--- config.mk ---
export PLATFORM = sky130hd
export DESIGN_NAME = cu_seq
export DESIGN_NICKNAME = d
export VERILOG_FILES = /design/src/rtl/cu_pkg.sv /design/src/rtl/cu_word_ser.sv /design/src/rtl/cu_seq.sv
export SDC_FILE = /design/constraint.sdc
export NUM_CORES = 1
export LEC_CHECK = 0
export BUFFER_PORTS_ARGS = -buffer_cell sky130_fd_sc_hd__clkbuf_2
export CORE_AREA = 3 3 128 130
export CTS_CLUSTER_SIZE = 25
export DETAILED_ROUTE_END_ITERATION = 16
export DIE_AREA = 0 0 131 133
export GPL_TIMING_DRIVEN = 0
export PLACE_DENSITY_LB_ADDON = 0.08
export RECOVER_POWER = 100
export SYNTH_ARGS = -nofsm -noshare
export SYNTH_HDL_FRONTEND = slang
export SYNTH_SLANG_ARGS = --single-unit
--- constraint.sdc ---
create_clock -name clk -period 2.5 [get_ports clk]
set_input_delay 0.25 -clock clk [delete_from_list [all_inputs] [get_ports clk]]
set_output_delay 0.25 -clock clk [all_outputs]
set_load 0.01 [all_outputs]
--- src/rtl/cu_pkg.sv ---
// Shared definitions for the complex-unit command sequencer: op codes,
// FSM encoding and word-count constants.
package cu_pkg;

  typedef enum logic [1:0] {
    OP_SUM = 2'd0,
    OP_SUB = 2'd1,
    OP_MUL = 2'd2,
    OP_DIV = 2'd3
  } op_t;

  typedef enum logic [1:0] {
    ST_LOAD   = 2'd0,
    ST_SETTLE = 2'd1,
    ST_SEND   = 2'd2
  } state_t;

  localparam int unsigned N_IN_WORDS  = 5;
  localparam int unsigned N_OUT_WORDS = 4;

  localparam logic [2:0] LAST_IN_WORD  = 3'(N_IN_WORDS - 1);
  localparam logic [1:0] LAST_OUT_WORD = 2'(N_OUT_WORDS - 1);

  // A DIV with a zero divisor has no meaningful result.
  function automatic logic div_by_zero(input logic [1:0] op,
                                       input logic [15:0] re,
                                       input logic [15:0] im);
    return (op == OP_DIV) && (re == 16'd0) && (im == 16'd0);
  endfunction

endpackage

--- src/rtl/cu_word_ser.sv ---
// 64-bit parallel-load serializer emitting four 16-bit words MSB first
// under a valid/ready handshake.
module cu_word_ser
  import cu_pkg::*;
(
  input  logic        clk,
  input  logic        rst,
  input  logic        load,
  input  logic [63:0] data,
  input  logic        out_ready,
  output logic        out_valid,
  output logic [15:0] out_data,
  output logic        done
);

  logic [63:0] sreg_r;
  logic [1:0]  cnt_r;
  logic        valid_r;

  // Shift register, word counter and valid flag; advance only on handshake.
  always_ff @(posedge clk) begin
    if (rst) begin
      sreg_r  <= 64'd0;
      cnt_r   <= 2'd0;
      valid_r <= 1'b0;
    end else if (load) begin
      sreg_r  <= data;
      cnt_r   <= 2'd0;
      valid_r <= 1'b1;
    end else if (valid_r && out_ready) begin
      if (cnt_r == LAST_OUT_WORD) begin
        cnt_r   <= 2'd0;
        valid_r <= 1'b0;
      end else begin
        sreg_r <= {sreg_r[47:0], 16'h0000};
        cnt_r  <= cnt_r + 2'd1;
      end
    end
  end

  assign out_valid = valid_r;
  assign out_data  = sreg_r[63:48];
  assign done      = valid_r && out_ready && (cnt_r == LAST_OUT_WORD);

endmodule

--- src/rtl/cu_seq.sv ---
// Command sequencer: loads op + four operands, holds them on the external
// complex arithmetic unit for SETTLE cycles, then streams the 64-bit result.
module cu_seq
  import cu_pkg::*;
#(
  parameter int SETTLE = 1
) (
  input  logic        clk,
  input  logic        rst,
  input  logic        in_valid,
  output logic        in_ready,
  input  logic [15:0] in_data,
  output logic [15:0] re1,
  output logic [15:0] im1,
  output logic [15:0] re2,
  output logic [15:0] im2,
  output logic [1:0]  itask,
  input  logic [31:0] outRe,
  input  logic [31:0] outIm,
  output logic        out_valid,
  input  logic        out_ready,
  output logic [15:0] out_data,
  output logic        out_err
);

  localparam logic [3:0] SETTLE_LAST = 4'(SETTLE - 1);

  state_t      state_r;
  state_t      next_state;
  logic [2:0]  wcnt_r;
  logic [3:0]  settle_cnt_r;
  logic [63:0] result_r;
  logic        ser_load_r;
  logic        ser_done;
  logic        accept;
  logic        settle_last;

  // State register.
  always_ff @(posedge clk) begin
    if (rst) begin
      state_r <= ST_LOAD;
    end else begin
      state_r <= next_state;
    end
  end

  // Next-state logic.
  always_comb begin
    next_state = state_r;
    case (state_r)
      ST_LOAD: begin
        if (accept && (wcnt_r == LAST_IN_WORD)) next_state = ST_SETTLE;
        else                                    next_state = ST_LOAD;
      end
      ST_SETTLE: begin
        if (settle_last) next_state = ST_SEND;
        else             next_state = ST_SETTLE;
      end
      ST_SEND: begin
        if (ser_done) next_state = ST_LOAD;
        else          next_state = ST_SEND;
      end
      default: next_state = ST_LOAD;
    endcase
  end

  // Per-state control strobes.
  always_comb begin
    accept      = 1'b0;
    settle_last = 1'b0;
    case (state_r)
      ST_LOAD:   accept      = in_valid && in_ready;
      ST_SETTLE: settle_last = (settle_cnt_r == SETTLE_LAST);
      ST_SEND:   accept      = 1'b0;
      default:   accept      = 1'b0;
    endcase
  end

  // Operand steering, settle timing and result capture.
  always_ff @(posedge clk) begin
    if (rst) begin
      in_ready     <= 1'b1;
      wcnt_r       <= 3'd0;
      settle_cnt_r <= 4'd0;
      itask        <= 2'd0;
      re1          <= 16'd0;
      im1          <= 16'd0;
      re2          <= 16'd0;
      im2          <= 16'd0;
      result_r     <= 64'd0;
      out_err      <= 1'b0;
      ser_load_r   <= 1'b0;
    end else begin
      in_ready <= (next_state == ST_LOAD);
      if (accept) begin
        case (wcnt_r)
          3'd0:    itask <= in_data[1:0];
          3'd1:    re1   <= in_data;
          3'd2:    im1   <= in_data;
          3'd3:    re2   <= in_data;
          3'd4:    im2   <= in_data;
          default: itask <= itask;
        endcase
        wcnt_r <= (wcnt_r == LAST_IN_WORD) ? 3'd0 : wcnt_r + 3'd1;
      end
      if (state_r == ST_SETTLE) begin
        settle_cnt_r <= settle_last ? 4'd0 : settle_cnt_r + 4'd1;
      end else begin
        settle_cnt_r <= 4'd0;
      end
      // Serializer loads one cycle after capture, from the result register.
      if (settle_last) begin
        out_err    <= div_by_zero(itask, re2, im2);
        result_r   <= div_by_zero(itask, re2, im2) ? 64'd0 : {outRe, outIm};
        ser_load_r <= 1'b1;
      end else begin
        ser_load_r <= 1'b0;
      end
    end
  end

  cu_word_ser u_ser (
    .clk       (clk),
    .rst       (rst),
    .load      (ser_load_r),
    .data      (result_r),
    .out_ready (out_ready && (state_r == ST_SEND)),
    .out_valid (out_valid),
    .out_data  (out_data),
    .done      (ser_done)
  );

endmodule

==> flow_summary.ini <==
[status]
status = finished with violations
violations = hold timing

[placed_design]
hpwlAfterDp_um = 16200
placed_area_um2 = 9520
place_congestion = 0.845
place_ws_ns = 0.153
place_inst = 1327
io_buffers = 167

[yosys]
synth_area_um2 = 8420
synth_fa_ha_area_frac = 0.0119
async_flop_share = 0
muxShareOfSynthArea = 0.0606
synth_top_family_by_area = simple AND/OR/NAND/NOR gates
synthXorXnorAreaFrac = 0.00208
ys_ff_latch = 209
synthDistinctLibCells = 41
yosys.area_share.simple = 0.190
ys_seq_area_frac = 0.497
syn_avg_cell_area_um2 = 8.87
yosys_warnings = 0
syn_nets = 1041
synthCells = 949
synth_compound_area_frac = 0.173
synth_flop_cell = dfxtp_1
synth_edf_count = 0

[layout]
final_common_cell = dfxtp_1
n_antenna_cell = 0
postLayoutCoreUtil = 0.674
final_cell_mix = dfxtp_1, nand2_1, clkbuf_1
fin_nets = 1266
fin_cells = 1400
drive_gt1_frac = 0.146
final_area_um2 = 10300
nFillCells = 1397
syn_to_final_growth_pct = 22.2

[sta]
worstMarginPinSlew_ns = 0.816
fin_ws_ns = 0.172
rsz0062_at_grt = false
min_period_ns = 2.33
setup_viol = 0
fin_crit_sh = 0.931
slew_violations = 0
whs_ns = -0.000682
fin_tns_setup_ns = 0
fin_skew_ns = 0.00851
hold_viol = 1
fmax_mhz = 430
relSlewSlack = 0.456

[power]
power.density_nw_per_um2 = 692
irDropWorstVdd_mv = 0.611
totalPowerFinal_mw = 7.12
leakage_nw = 3.51

[routing]
vias_per_cell = 5.29
drtIter0Drc = 430
drt_first_pass_iters = 5
num_vias = 7411
ant_nets = 0
drc = 0
routed_wl_um = 22700
wl_per_cell_um = 16.2

[die]
rows = 45
start_util = 0.552
design.core.area_um2 = 15300
die-area_um2 = 17400
die_h_um = 133
die_x_um = 131
ioPinCount = 169

[worst_hold_path]
min_path_cells = 3
hold_path_class = primary input to register

[worst_setup_path]
critPathMaxFanout = 10
critPathKind = register to register
cp.arrival_ns = 2.71
worstPathRequired_ns = 2.88
regToRegSetupSlack_ns = 0.17
r2r_cells = 5
cp-end-kind = register
startpoint_type = register

[clock_network]
h-tree-depth = 1
clockBufferDepth = 3
numCtsBuffers = 23
cts_resized = 0
clock_sink_count = 209
cts_tree = yes
root_buffer = clkbuf_16
clk_latency_ns = 0.50
path_clk_slew_ns = 0.06

[job]
maxCapViolCount = 0

[global_route]
grt_pass1_vias = 6891
antenna_found_initial = 0
grt_max_degree = 14
grt_usage = 0.252
grt-ovfl-total = 0
grt_pass1_wl_um = 35600
## sequential cells by signal, indices dropped and copies added, names as in the netlist, 2 cells and up
register / count
im1: 16
im2: 16
itask: 2
re1: 16
re2: 16
result_r: 64
settle_cnt_r: 4
state_r: 2
u_ser.cnt_r: 2
u_ser.sreg_r: 64
wcnt_r: 3
## Yosys cell counts, types with 16 or more instances
cell type  instances  area, um2
a21oi_1           77        385
a22oi_1           16        120
dfxtp_1          209       4180
mux2i_1           51        510
a21oi_2           61        534
buf_4             17        128
a211oi_1          49        368
nand2_1          197        739
clkbuf_1          28        105
nand3_1           69        345
buf_2             28        140
nor2_1            77        289
## worst max-delay path, stage by stage (launching register included)
cell	delay, ns
dfxtp_1	0.33
nor4b_1	0.54
nand4_1	0.27
o31ai_4	0.77
buf_6	0.24
a21oi_1	0.06
## final timing paths
check,startpoint,endpoint
max,im2[1]$_SDFFE_PP0N_,result_r[24]$_SDFFE_PP0P_
min,outIm[3],result_r[3]$_SDFFE_PP0P_
max reg2reg,im2[1]$_SDFFE_PP0N_,result_r[24]$_SDFFE_PP0P_
min reg2reg,re1[1]$_SDFFE_PP0P_,re1[1]$_SDFFE_PP0P_
## where the power goes
part	internal [mW]	switching (mW)	total [mW]
clock	2.10	1.31	3.41
sequential	3.36	0.0202	3.38
combinational	0.142	0.194	0.336
total	5.60	1.52	7.12
## timing repair
action | 4_1_cts | 5_1_grt
hold endpoints to repair | 33 | 0
hold buffers | 33 | 0
buffers inserted | 0 | 0
## logic make-up after synthesis
| kind of cell | count (synthesis) |
|---|---|
| AOI/OAI and AO/OA | 207 |
| xor gates and xnor gates | 2 |
| adders and majority gates | 8 |
| buffers and inverters | 100 |
| DFF | 209 |
| muxes | 51 |
| and+or+nand+nor | 372 |
## metal layers
layer	track usage	share of wire	up-vias
met5	0	0	-
met4	0.0766	0.030	0
met3	0.0392	0.058	45
met2	0.376	0.45	225
met1	0.374	0.46	3450
li1	-	-	3691
## layout make-up
class / instances / area, um2 / share of cell area
timing repair buffer: 200 / 1060 / 0.103
clock inverter: 6 / 83.8 / 0.00815
inverter: 8 / 30.0 / 0.00292
multi-input combinational: 640 / 3470 / 0.338
sequential: 209 / 4180 / 0.407
clock buffer: 34 / 687 / 0.0668
buffer: 92 / 502 / 0.0488
tap: 211 / 264 / 0.0257
No activity file was read; power rests on OpenSTA's default activity.
